<file path="config.mk">
export PLATFORM = sky130hd
export DESIGN_NAME = alu_step_sequencer
export DESIGN_NICKNAME = d
export VERILOG_FILES = /design/src/rtl/src_ctrl_pkg.sv /design/src/rtl/src_op_decode.sv /design/src/rtl/alu_step_sequencer.sv
export SDC_FILE = /design/constraint.sdc
export NUM_CORES = 1
export LEC_CHECK = 0
export ABC_AREA = 1
export BUFFER_PORTS_ARGS = -buffer_cell sky130_fd_sc_hd__buf_2
export CAP_MARGIN = 20
export CORE_ASPECT_RATIO = 0.6
export CORE_UTILIZATION = 40
export CTS_CLUSTER_SIZE = 24
export DETAILED_ROUTE_END_ITERATION = 10
export GPL_TIMING_DRIVEN = 0
export PLACE_DENSITY_LB_ADDON = 0.3
export SETUP_SLACK_MARGIN = 0.15
export SLEW_MARGIN = 20
export SYNTH_ARGS = -nofsm -noshare
export SYNTH_HDL_FRONTEND = slang
export SYNTH_SLANG_ARGS = --single-unit
</file>
<file path="constraint.sdc">
create_clock -name w_clock -period 1.7 [get_ports w_clock]
set_clock_uncertainty 0.15 [all_clocks]
set_input_delay 0.17 -clock w_clock [delete_from_list [all_inputs] [get_ports w_clock]]
set_output_delay 0.17 -clock w_clock [all_outputs]
set_load 0.01 [all_outputs]
</file>
<file path="src/rtl/src_ctrl_pkg.sv">
// src_ctrl_pkg: shared ALU opcodes, step states, opcode classes and IR field layout for Mini SRC sequencers
package src_ctrl_pkg;
  localparam int OP_ADD  = 0;
  localparam int OP_SUB  = 1;
  localparam int OP_AND  = 2;
  localparam int OP_OR   = 3;
  localparam int OP_NOT  = 4;
  localparam int OP_MUL  = 5;
  localparam int OP_DIV  = 6;
  localparam int OP_ROL  = 7;
  localparam int OP_ROR  = 8;
  localparam int OP_SHR  = 9;
  localparam int OP_SHRA = 10;
  localparam int OP_SHL  = 11;
  localparam int OP_NEG  = 12;
  // register fields follow the opcode field, MSB first: ra, rb, rc
  localparam int RF_W   = 4;
  localparam int OFF_RA = 0;
  localparam int OFF_RB = RF_W;
  localparam int OFF_RC = 2 * RF_W;
  typedef enum logic [3:0] {
    ST_IDLE, ST_T0, ST_T1, ST_T2, ST_T3, ST_T4, ST_T5, ST_T6, ST_DONE
  } state_e;
  typedef enum logic [1:0] {CL_BIN, CL_UN, CL_HILO, CL_ILL} op_class_e;
  function automatic op_class_e classify(input int op);
    return (op == OP_NOT || op == OP_NEG) ? CL_UN :
           (op == OP_MUL || op == OP_DIV) ? CL_HILO :
           (op >= OP_ADD && op <= OP_NEG) ? CL_BIN : CL_ILL;
  endfunction
endpackage

</file>
<file path="src/rtl/src_op_decode.sv">
// src_op_decode: combinational IR decode into opcode class, register fields and illegal flag
//   in : i_ir          instruction register contents
//   out: o_cls, o_op   opcode class and raw opcode field
//        o_ra/o_rb/o_rc register fields, o_div divide flag, o_illegal_op undefined op or register
module src_op_decode
  import src_ctrl_pkg::*;
#(
  parameter int WIDTH = 32,
  parameter int NREG  = 16,
  parameter int OPW   = 5
) (
  input  logic [WIDTH-1:0] i_ir,
  output op_class_e        o_cls,
  output logic [OPW-1:0]   o_op,
  output logic [RF_W-1:0]  o_ra,
  output logic [RF_W-1:0]  o_rb,
  output logic [RF_W-1:0]  o_rc,
  output logic             o_div,
  output logic             o_illegal_op
);
  localparam int FB = WIDTH - 1 - OPW;
  logic w_bad_reg;
  logic w_unused;
  assign o_op  = i_ir[WIDTH-1 -: OPW];
  assign o_ra  = i_ir[FB - OFF_RA -: RF_W];
  assign o_rb  = i_ir[FB - OFF_RB -: RF_W];
  assign o_rc  = i_ir[FB - OFF_RC -: RF_W];
  assign o_cls = classify(int'(o_op));
  assign o_div = int'(o_op) == OP_DIV;
  // rc only matters for the three-register binary form
  assign w_bad_reg = int'(o_ra) >= NREG || int'(o_rb) >= NREG ||
                     (o_cls == CL_BIN && int'(o_rc) >= NREG);
  assign o_illegal_op = o_cls == CL_ILL || w_bad_reg;
  assign w_unused = ^i_ir[FB - 3 * RF_W:0];
endmodule

</file>
<file path="src/rtl/alu_step_sequencer.sv">
// alu_step_sequencer: hardwired Mini SRC control-step sequencer for register-register ALU ops
//   in : w_clock, w_clear (sync active-high), start, mem_ready, ir
//   out: busy/done/illegal status, bus selects s_*, load enables e_*,
//        gpr_rd_sel/gpr_wr_sel, w_IncPC/w_read strobes, opcode to the ALU
module alu_step_sequencer
  import src_ctrl_pkg::*;
#(
  parameter  int WIDTH      = 32,
  parameter  int NREG       = 16,
  parameter  int DIV_CYCLES = 4,
  parameter  int OPW        = 5,
  localparam int RW         = $clog2(NREG)
) (
  input  logic             w_clock,
  input  logic             w_clear,
  input  logic             start,
  input  logic             mem_ready,
  input  logic [WIDTH-1:0] ir,
  output logic             busy,
  output logic             done,
  output logic             illegal,
  output logic             s_PC,
  output logic             s_Zlow,
  output logic             s_Zhigh,
  output logic             s_MDR,
  output logic             s_GPR,
  output logic [RW-1:0]    gpr_rd_sel,
  output logic             e_MAR,
  output logic             e_Z,
  output logic             e_PC,
  output logic             e_MDR,
  output logic             e_IR,
  output logic             e_Y,
  output logic             e_HI,
  output logic             e_LO,
  output logic             e_alu,
  output logic             e_GPR,
  output logic [RW-1:0]    gpr_wr_sel,
  output logic             w_IncPC,
  output logic             w_read,
  output logic [OPW:0]     opcode
);
  localparam int CW = DIV_CYCLES > 0 ? $clog2(DIV_CYCLES + 1) : 1;
  state_e          r_state;
  logic            r_first;
  logic            r_illegal;
  logic [CW-1:0]   r_cnt;
  op_class_e       w_cls;
  logic [OPW-1:0]  w_op;
  logic [RF_W-1:0] w_ra;
  logic [RF_W-1:0] w_rb;
  logic [RF_W-1:0] w_rc;
  logic            w_div;
  logic            w_ill;
  logic            w_last;
  src_op_decode #(.WIDTH(WIDTH), .NREG(NREG), .OPW(OPW)) u_dec (
    .i_ir(ir),
    .o_cls(w_cls),
    .o_op(w_op),
    .o_ra(w_ra),
    .o_rb(w_rb),
    .o_rc(w_rc),
    .o_div(w_div),
    .o_illegal_op(w_ill)
  );
  // divide holds T4 until the counter reaches DIV_CYCLES; other ops leave T4 at once
  assign w_last = !w_div || r_cnt == CW'(DIV_CYCLES);
  always_ff @(posedge w_clock) begin
    if (w_clear) begin
      r_state   <= ST_IDLE;
      r_first   <= 1'b0;
      r_illegal <= 1'b0;
      r_cnt     <= '0;
    end else begin
      r_first <= r_state == ST_T0;
      r_cnt   <= r_state == ST_T4 ? r_cnt + 1'b1 : '0;
      case (r_state)
        ST_IDLE: if (start) begin
          r_state   <= ST_T0;
          r_illegal <= 1'b0;
        end
        ST_T0: r_state <= ST_T1;
        ST_T1: if (mem_ready) r_state <= ST_T2;
        ST_T2: r_state <= ST_T3;
        ST_T3: if (w_ill) begin
          r_state   <= ST_DONE;
          r_illegal <= 1'b1;
        end else r_state <= ST_T4;
        ST_T4: if (w_last) r_state <= ST_T5;
        ST_T5: r_state <= w_cls == CL_HILO ? ST_T6 : ST_DONE;
        ST_T6: r_state <= ST_DONE;
        default: r_state <= ST_IDLE;
      endcase
    end
  end
  assign busy    = r_state != ST_IDLE && r_state != ST_DONE;
  assign done    = r_state == ST_DONE;
  assign illegal = r_illegal;
  assign s_PC    = r_state == ST_T0;
  assign e_MAR   = r_state == ST_T0;
  assign w_IncPC = r_state == ST_T0;
  assign e_Z     = r_state == ST_T0 || (r_state == ST_T4 && w_last);
  assign s_Zlow  = r_state == ST_T1 || r_state == ST_T5;
  // PC takes Z only once even when T1 is stretched by a slow memory
  assign e_PC    = r_state == ST_T1 && r_first;
  assign w_read  = r_state == ST_T1;
  assign e_MDR   = r_state == ST_T1;
  assign s_MDR   = r_state == ST_T2;
  assign e_IR    = r_state == ST_T2;
  assign e_Y     = r_state == ST_T3 && !w_ill && w_cls != CL_UN;
  assign e_alu   = r_state == ST_T4;
  assign s_GPR   = e_Y || e_alu;
  assign gpr_rd_sel = e_Y   ? RW'(w_cls == CL_BIN ? w_rb : w_ra) :
                      e_alu ? RW'(w_cls == CL_BIN ? w_rc : w_rb) : '0;
  assign opcode  = e_alu ? {1'b0, w_op} : '0;
  assign e_GPR   = r_state == ST_T5 && w_cls != CL_HILO;
  assign gpr_wr_sel = e_GPR ? RW'(w_ra) : '0;
  assign e_LO    = r_state == ST_T5 && w_cls == CL_HILO;
  assign s_Zhigh = r_state == ST_T6;
  assign e_HI    = r_state == ST_T6;
  a_one_bus_driver: assert property (@(posedge w_clock)
    $onehot0({s_PC, s_Zlow, s_Zhigh, s_MDR, s_GPR}));
endmodule

</file>
==> out/results.txt, run 1 <==
Cell Rows = 13
Final Setup Violations = 10
adder-cell share of the synthesized area = 0.02628
crit path from = r_cnt[0]
reg-to-reg setup timing slack = 30 ps
Worst Min Path Start = w_clear
largest cells by area after synthesis = dfxtp_1, nand2_1, nor2_1
final wirelength = 3519 um
failing checks = setup timing
Primary FF master, synth = dfxtp_1
critical path arrival = 1420 ps
synthesized flop and latch total = 9
final RePlAce weighted congestion = 0.9110
CP Max Fanout = 2
fin crit period = 1743 ps
max_cap viols = 0
Layout area overhead = 84.23%
fin util = 0.7930
dpl ws = 52.90 ps
hold path endpoint = r_state[0]
crit path kind = flip-flop to output port
reg2reg start = r_state[3]
ys async rst share = 0
Post-Synth Simple-Gate Area = 0.4915
R2R cell count = 11
final instance count without filler cells = 268
final net count = 277
critical path launch point type = flip-flop
setup TNS = -111.4 ps
Num CTS Buffers = 3
final period utilization = 1.025
drt pass-1 iters = 4
synth cell count leaders = nand2_1, nor2_1, inv_1
Fillers = 154
register area share after synthesis = 0.1892
number of global-route vias before repair = 956
layout cells sized above 1 = 0.6218
final worst slack = -43.22 ps
Port Buffers = 53
Power Density = 617.8 mW/mm2
Die H = 39.79 um
Slew Limit Fails = 0
H-tree depth = 1
status = finished, violations left
Synth area leader = dfxtp_1
count leader, synth = nand2_1
Total GRT Usage = 0.2156
critical path endpoint category = output port
# clock sinks = 9
Hold WS = 22.88 ps
Max VDD drop = 643.6 uV
fin area = 0.001754 mm2
Die Wd = 64.99 um
synthesized area per cell = 6.065 um2
Required @ worst endpoint = 1380 ps
Diodes inserted = 0
Leak = 0.9806 nW
Clock Latency Late Sink = 230 ps
Compound-Gate Fraction of Synth Area = 0.07227
vias per cell = 4.989
antenna-violating nets left = 0
mux cell area share after synthesis = 0
RSZ-0062 raised after global routing = true
top-area cell type share of the netlist area = 0.1892
Post-Syn Instances = 157
Worst-path clk slew = 50 ps
root buffer cell = clkbuf_8
GRT overflow = 0
Hold Crit Class = primary input to flip-flop
clk buf depth = 2
Top Ports = 70
Post-DP HPWL = 1982 um
total power = 1.084 mW
Synth Net Count = 195
Yosys warnings = 0
Reg2Reg Capture Point = r_state[0]
area post-placement = 0.001255 mm2
Mapped Area = 952.2 um2
Core ar. = 0.002212 mm2
DRC viols = 0
pin count of the biggest net entering global routing = 11
Synth Area in XOR/XNOR = 0.009198
drt wl/cell = 13.13 um
Hold Fails Final Rpt = 0
antenna violations before repair = 0
Placed Cells = 240
hold depth = 2
largest family of logic cells by synthesized area = simple AND/OR/NAND/NOR gates
first-pass GRT wire length = 4077 um
starting density of the core = 0.4304
drt initial violations = 140
post-synth cell types = 26
die area = 0.002586 mm2
TritonCTS clock tree = done
routed via count = 1337
number of flops mapped to enable cells by yosys = 0
highest clock rate = 0.5737 GHz
==> cells by family after synthesis <==
family,count (synthesis)
adder cells (fa/ha/maj),2
AO/OA/AOI/OAI,10
XOR/XNOR,1
other,1
AND/OR/NAND/NOR,93
flip-flops,9
buffers and inverters,41
==> worst max-delay path by stage <==
stage / cells past startpoint / end
2_1_floorplan: 7 / gpr_rd_sel[0]
3_3_place_gp: 8 / gpr_rd_sel[0]
3_5_place_dp: 8 / gpr_rd_sel[0]
4_1_cts: 8 / gpr_rd_sel[0]
5_1_grt: 8 / gpr_rd_sel[1]
6_report: 7 / e_Z
==> cell type report <==
class,instances,area (um2),share of cell area
sequential,9,192.7,0.1098
tap,30,37.54,0.02140
inverter,34,145.1,0.08274
clock buffer,4,45.04,0.02568
timing repair buffer,77,539.3,0.3074
multi-input combinational,107,718.2,0.4094
buffer,7,76.32,0.04351
==> report_power, final <==
group / internal [mW] / switching [mW]
Combinational: 0.282 / 0.308
Sequential: 0.228 / 0.0168
Clock: 0.164 / 0.0859
Total: 0.673 / 0.411
==> layout by cell type, fill, tap and decap left out, drive strengths merged, types with 2 or more instances in the layout <==
cell / Yosys / routed
buf: 7 / 84
nand2: 39 / 39
inv: 34 / 34
nor2: 33 / 33
nand3: 10 / 10
dfxtp: 9 / 9
o21ai: 6 / 6
nand4: 5 / 5
nor3: 4 / 4
clkbuf: 0 / 4
a21oi: 3 / 3
ha: 2 / 2
==> layer usage <==
layer / vias up / part of all wire / global-route usage
met5: - / 0 / 0
met4: 0 / 0.0068 / 0.05556
met3: 4 / 0.084 / 0.05233
met2: 73 / 0.49 / 0.3594
met1: 621 / 0.42 / 0.2795
li1: 639 / - / -
==> state kept, by name, indices dropped and copies added (netlist names) <==
signal / flops
r_state: 4
r_first: 1
illegal: 1
r_cnt: 3
==> worst max-delay path, stage by stage, from the launching register on <==
cell and delay [ps]:
dfxtp_2 320, inv_2 40, ha_2 150, nand2_1 40, inv_1 60, nor2_2 50
a311oi_1 340, buf_2 200
==> timing repair <==
action                     CTS  global route
hold endpoints to repair     0             0
setup endpoints to repair   29            32
buffers inserted            13            11
gates resized for setup     26            47
hold buffers                 0             0
cloned                       0             0
pin swaps                    8            12
Power figures use the tool's default switching activity.
==> run 2, diff against run 1 <==
--- a/config.mk
+++ b/config.mk
@@ -7,7 +7,6 @@
 export LEC_CHECK = 0
 export ABC_AREA = 1
 export BUFFER_PORTS_ARGS = -buffer_cell sky130_fd_sc_hd__buf_2
-export CAP_MARGIN = 20
 export CORE_ASPECT_RATIO = 0.6
 export CORE_UTILIZATION = 40
 export CTS_CLUSTER_SIZE = 24
==> constraint.sdc (replaced) <==
create_clock -name w_clock -period 1.7 [get_ports w_clock]
set_clock_uncertainty 0.15 [all_clocks]
set_input_delay 0.17 -clock w_clock [delete_from_list [all_inputs] [get_ports w_clock]]
set_output_delay 0.17 -clock w_clock [all_outputs]
set_load 0.1 [all_outputs]
==> run 2 against run 1 <==
Net effect:
- the flow now stops in clock tree synthesis
- synthesized cell count unchanged
- synthesized area unchanged
==> out/results.txt, run 2 <==
Num CTS Buffers = 3 (unchanged)
Post-CTS Setup Bufs = 16 (+3)
hold buffers post-CTS = 0 (unchanged)
root buffer cell = clkbuf_8
number of flops mapped to enable cells by yosys = 0 (unchanged)
Synth area leader = dfxtp_1
Compound-Gate Fraction of Synth Area = 0.07227 (unchanged)
Yosys warnings = 0 (unchanged)
Post-Syn Instances = 157 (unchanged)
synthesized flop and latch total = 9 (unchanged)
Top Ports = 70 (unchanged)
final RePlAce weighted congestion = 0.8081 (-11%)
Post-DP HPWL = 2329 um (+17%)
Synth Area in XOR/XNOR = 0.009198 (unchanged)
status = aborted with a tool error
post-synth cell types = 26 (unchanged)
Post-Synth Simple-Gate Area = 0.4915 (unchanged)
ys async rst share = 0 (unchanged)
largest cells by area after synthesis = dfxtp_1, nand2_1, nor2_1
synthesized area per cell = 6.065 um2 (unchanged)
dpl ws = -304.1 ps (-357.0 ps)
Mapped Area = 952.2 um2 (unchanged)
adder-cell share of the synthesized area = 0.02628 (unchanged)
mux cell area share after synthesis = 0 (unchanged)
register area share after synthesis = 0.1892 (unchanged)
cts repair resizes = 130 (+400%)
Die Wd = 64.99 um (unchanged)
# clock sinks = 9 (unchanged)
last stage reached = clock tree synthesis
first error = [ERROR DPL-0033] detailed placement checks failed during check placement.
Primary FF master, synth = dfxtp_1
largest family of logic cells by synthesized area = simple AND/OR/NAND/NOR gates
Port Buffers = 53 (unchanged)
count leader, synth = nand2_1
Die H = 39.79 um (unchanged)
synth cell count leaders = nand2_1, nor2_1, inv_1
Synth Net Count = 195 (unchanged)
H-tree depth = 1 (unchanged)
starting density of the core = 0.4304 (unchanged)
top-area cell type share of the netlist area = 0.1892 (unchanged)
clk buf depth = 2 (unchanged)
Cell Rows = 13 (unchanged)
-- run 2: cell families after synthesis --
logic type               Yosys count
AND/OR/NAND/NOR                   93
buffers and inverters             41
AO/OA/AOI/OAI                     10
flip-flops                         9
adder cells (fa/ha/maj)            2
XOR/XNOR                           1
other                              1
-- run 2: stage by stage --
step                instances  setup TNS, ps  instance area, um2  utilization
floorplan                 157          -8397                1225            -
global placement          240          -3207                1528       0.6906
detailed placement        240          -3852                1528       0.6906
==> run 3, diff against run 2 <==
--- a/config.mk
+++ b/config.mk
@@ -7,13 +7,11 @@
 export LEC_CHECK = 0
 export ABC_AREA = 1
 export BUFFER_PORTS_ARGS = -buffer_cell sky130_fd_sc_hd__buf_2
-export CORE_ASPECT_RATIO = 0.6
-export CORE_UTILIZATION = 40
-export CTS_CLUSTER_SIZE = 24
+export CORE_AREA = 2 2 63 65
 export DETAILED_ROUTE_END_ITERATION = 10
+export DIE_AREA = 0 0 65 67
 export GPL_TIMING_DRIVEN = 0
-export PLACE_DENSITY_LB_ADDON = 0.3
-export SETUP_SLACK_MARGIN = 0.15
+export PLACE_DENSITY_LB_ADDON = 0.15
 export SLEW_MARGIN = 20
 export SYNTH_ARGS = -nofsm -noshare
 export SYNTH_HDL_FRONTEND = slang
==> run 3 against run 2 <==
Net effect:
- the flow now finishes, with violations (setup timing)
==> out/results.txt, run 3 (synthesis gave the netlist of run 1 again) <==
RSZ-0062 raised after global routing = true
commonest non-fill, non-tap cells in the layout = buf_12, nand2_1, buf_2, inv_1, buf_4
drt wl/cell = 11.10 um
status = finished, violations left
most common cell after layout, fill and taps aside = buf_12
clk buf depth = 2 (unchanged)
critical path launch point type = flip-flop
final net count = 275
Leak = 1.071 nW
Num CTS Buffers = 3 (unchanged)
pin count of the biggest net entering global routing = 11
vias per cell = 4.306
Slew Limit Fails = 0
Clock Latency Late Sink = 230 ps
hold depth = 2
antenna violations before repair = 0
final period utilization = 1.108
Required @ worst endpoint = 1380 ps
final worst slack = -184.1 ps
max FFs per register = 4
Internal = 739.7 uW
Reg area = 195.2 um2
dpl ws = -291.3 ps (+12.83 ps)
Diodes inserted = 0
first-pass GRT wire length = 4609 um
Logic pwr share = 0.673
Fillers = 314
Hold Fails Final Rpt = 0
biggest regs = r_state (4), r_cnt (3)
total power = 1.514 mW
final wirelength = 3152 um
Cell Rows = 22 (+9)
fin crit period = 1884 ps
max incr delay on CP = 360 ps
H-tree depth = 1 (unchanged)
fin util = 0.6287
max_cap viols = 0
Die H = 67 um (+68%)
Top Ports = 70 (unchanged)
GRT overflow = 0
die area = 0.004355 mm2
final RePlAce weighted congestion = 0.7486 (-7.4%)
reg-to-reg setup timing slack = 130 ps
area post-placement = 0.001544 mm2 (+1.1%)
Port Buffers = 53 (unchanged)
drt initial violations = 28
Hold Crit Class = primary input to flip-flop
highest clock rate = 0.5307 GHz
starting density of the core = 0.2641 (-0.1664)
Max VDD drop = 418.3 uV
CP Max Fanout = 5
drt pass-1 iters = 4
setup TNS = -2194 ps
DRC viols = 0
antenna-violating nets left = 0
Worst-path clk slew = 50 ps
routed via count = 1223
Clock power frac = 0.163
Multi-input gate area = 837.1 um2
Post-DP HPWL = 2201 um (-5.5%)
switching share of power = 0.5114
Die Wd = 65 um (about the same)
layout cells sized above 1 = 0.6653
crit path kind = flip-flop to output port
final instance count without filler cells = 284
Core ar. = 0.003606 mm2
Placed Cells = 258 (+7.5%)
fin area = 0.002267 mm2
failing checks = setup timing
Power Density = 667.7 mW/mm2
critical path endpoint category = output port
critical-path cell list = inv_4 -> nand2_8 -> nor2_4 -> nand2_2 -> nor2_4 -> nand2_2 -> o21ai_4 -> buf_12
Total GRT Usage = 0.1331
most flop-heavy register = r_state
critical path's slowest cell = dfxtp_4
critical path arrival = 1560 ps
Layout area overhead = 138.1%
R2R cell count = 11
Hold WS = 19.95 ps
number of global-route vias before repair = 1081
Final Setup Violations = 23
P_sw = 774.2 uW
root buffer cell = clkbuf_8
# clock sinks = 9 (unchanged)
TritonCTS clock tree = done
Sequential Power Share = 0.164
==> run 3: critical path: cells and delay by family, from the launching register on <==
kind / cells / cell delay (ps)
AND/OR/NAND/NOR: 5 / 530
flip-flops: 1 / 360
AO/OA/AOI/OAI: 1 / 170
buffers and inverters: 2 / 270
==> run 3: area by class of cell <==
cell class / count / area share
repair buffers: 75 / 0.3791
well taps: 48 / 0.02649
multi-input cells: 107 / 0.3692
flip-flops and latches: 9 / 0.08609
plain buffers: 7 / 0.05077
clock buffers: 4 / 0.01987
inverters: 34 / 0.06843
==> run 3: repair_timing <==
| action | in CTS | in global routing |
|---|---|---|
| pin swaps | 14 | 11 |
| gates resized for setup | 102 | 39 |
| buffers inserted | 13 | 9 |
| hold buffers | 0 | 0 |
| setup endpoints to repair | 31 | 31 |
==> run 3: power by group through the flow <==
stage / registers (mW) / clock network, mW / logic, mW
2_1_floorplan: 0.250 / 0 / 0.723
3_3_place_gp: 0.248 / 0 / 0.833
3_5_place_dp: 0.248 / 0 / 0.835
4_1_cts: 0.246 / 0.251 / 0.973
5_1_grt: 0.250 / 0.265 / 1.07
6_report: 0.248 / 0.247 / 1.02
==> run 3: worst paths after layout <==
kind,start,to
hold reg to reg,illegal,illegal
setup / recovery,r_state[3],gpr_rd_sel[3]
setup reg to reg,r_state[1],r_state[1]
hold / removal,w_clear,r_state[1]
==> run 3: routing by layer <==
| layer | track usage | up-vias | wire, um |
|---|---|---|---|
| li1 | - | 636 | - |
| met1 | 0.1672 | 544 | 1287 |
| met2 | 0.2332 | 39 | 1677 |
| met3 | 0.02365 | 4 | 150 |
| met4 | 0.03457 | 0 | 37 |
| met5 | 0 | - | 0 |
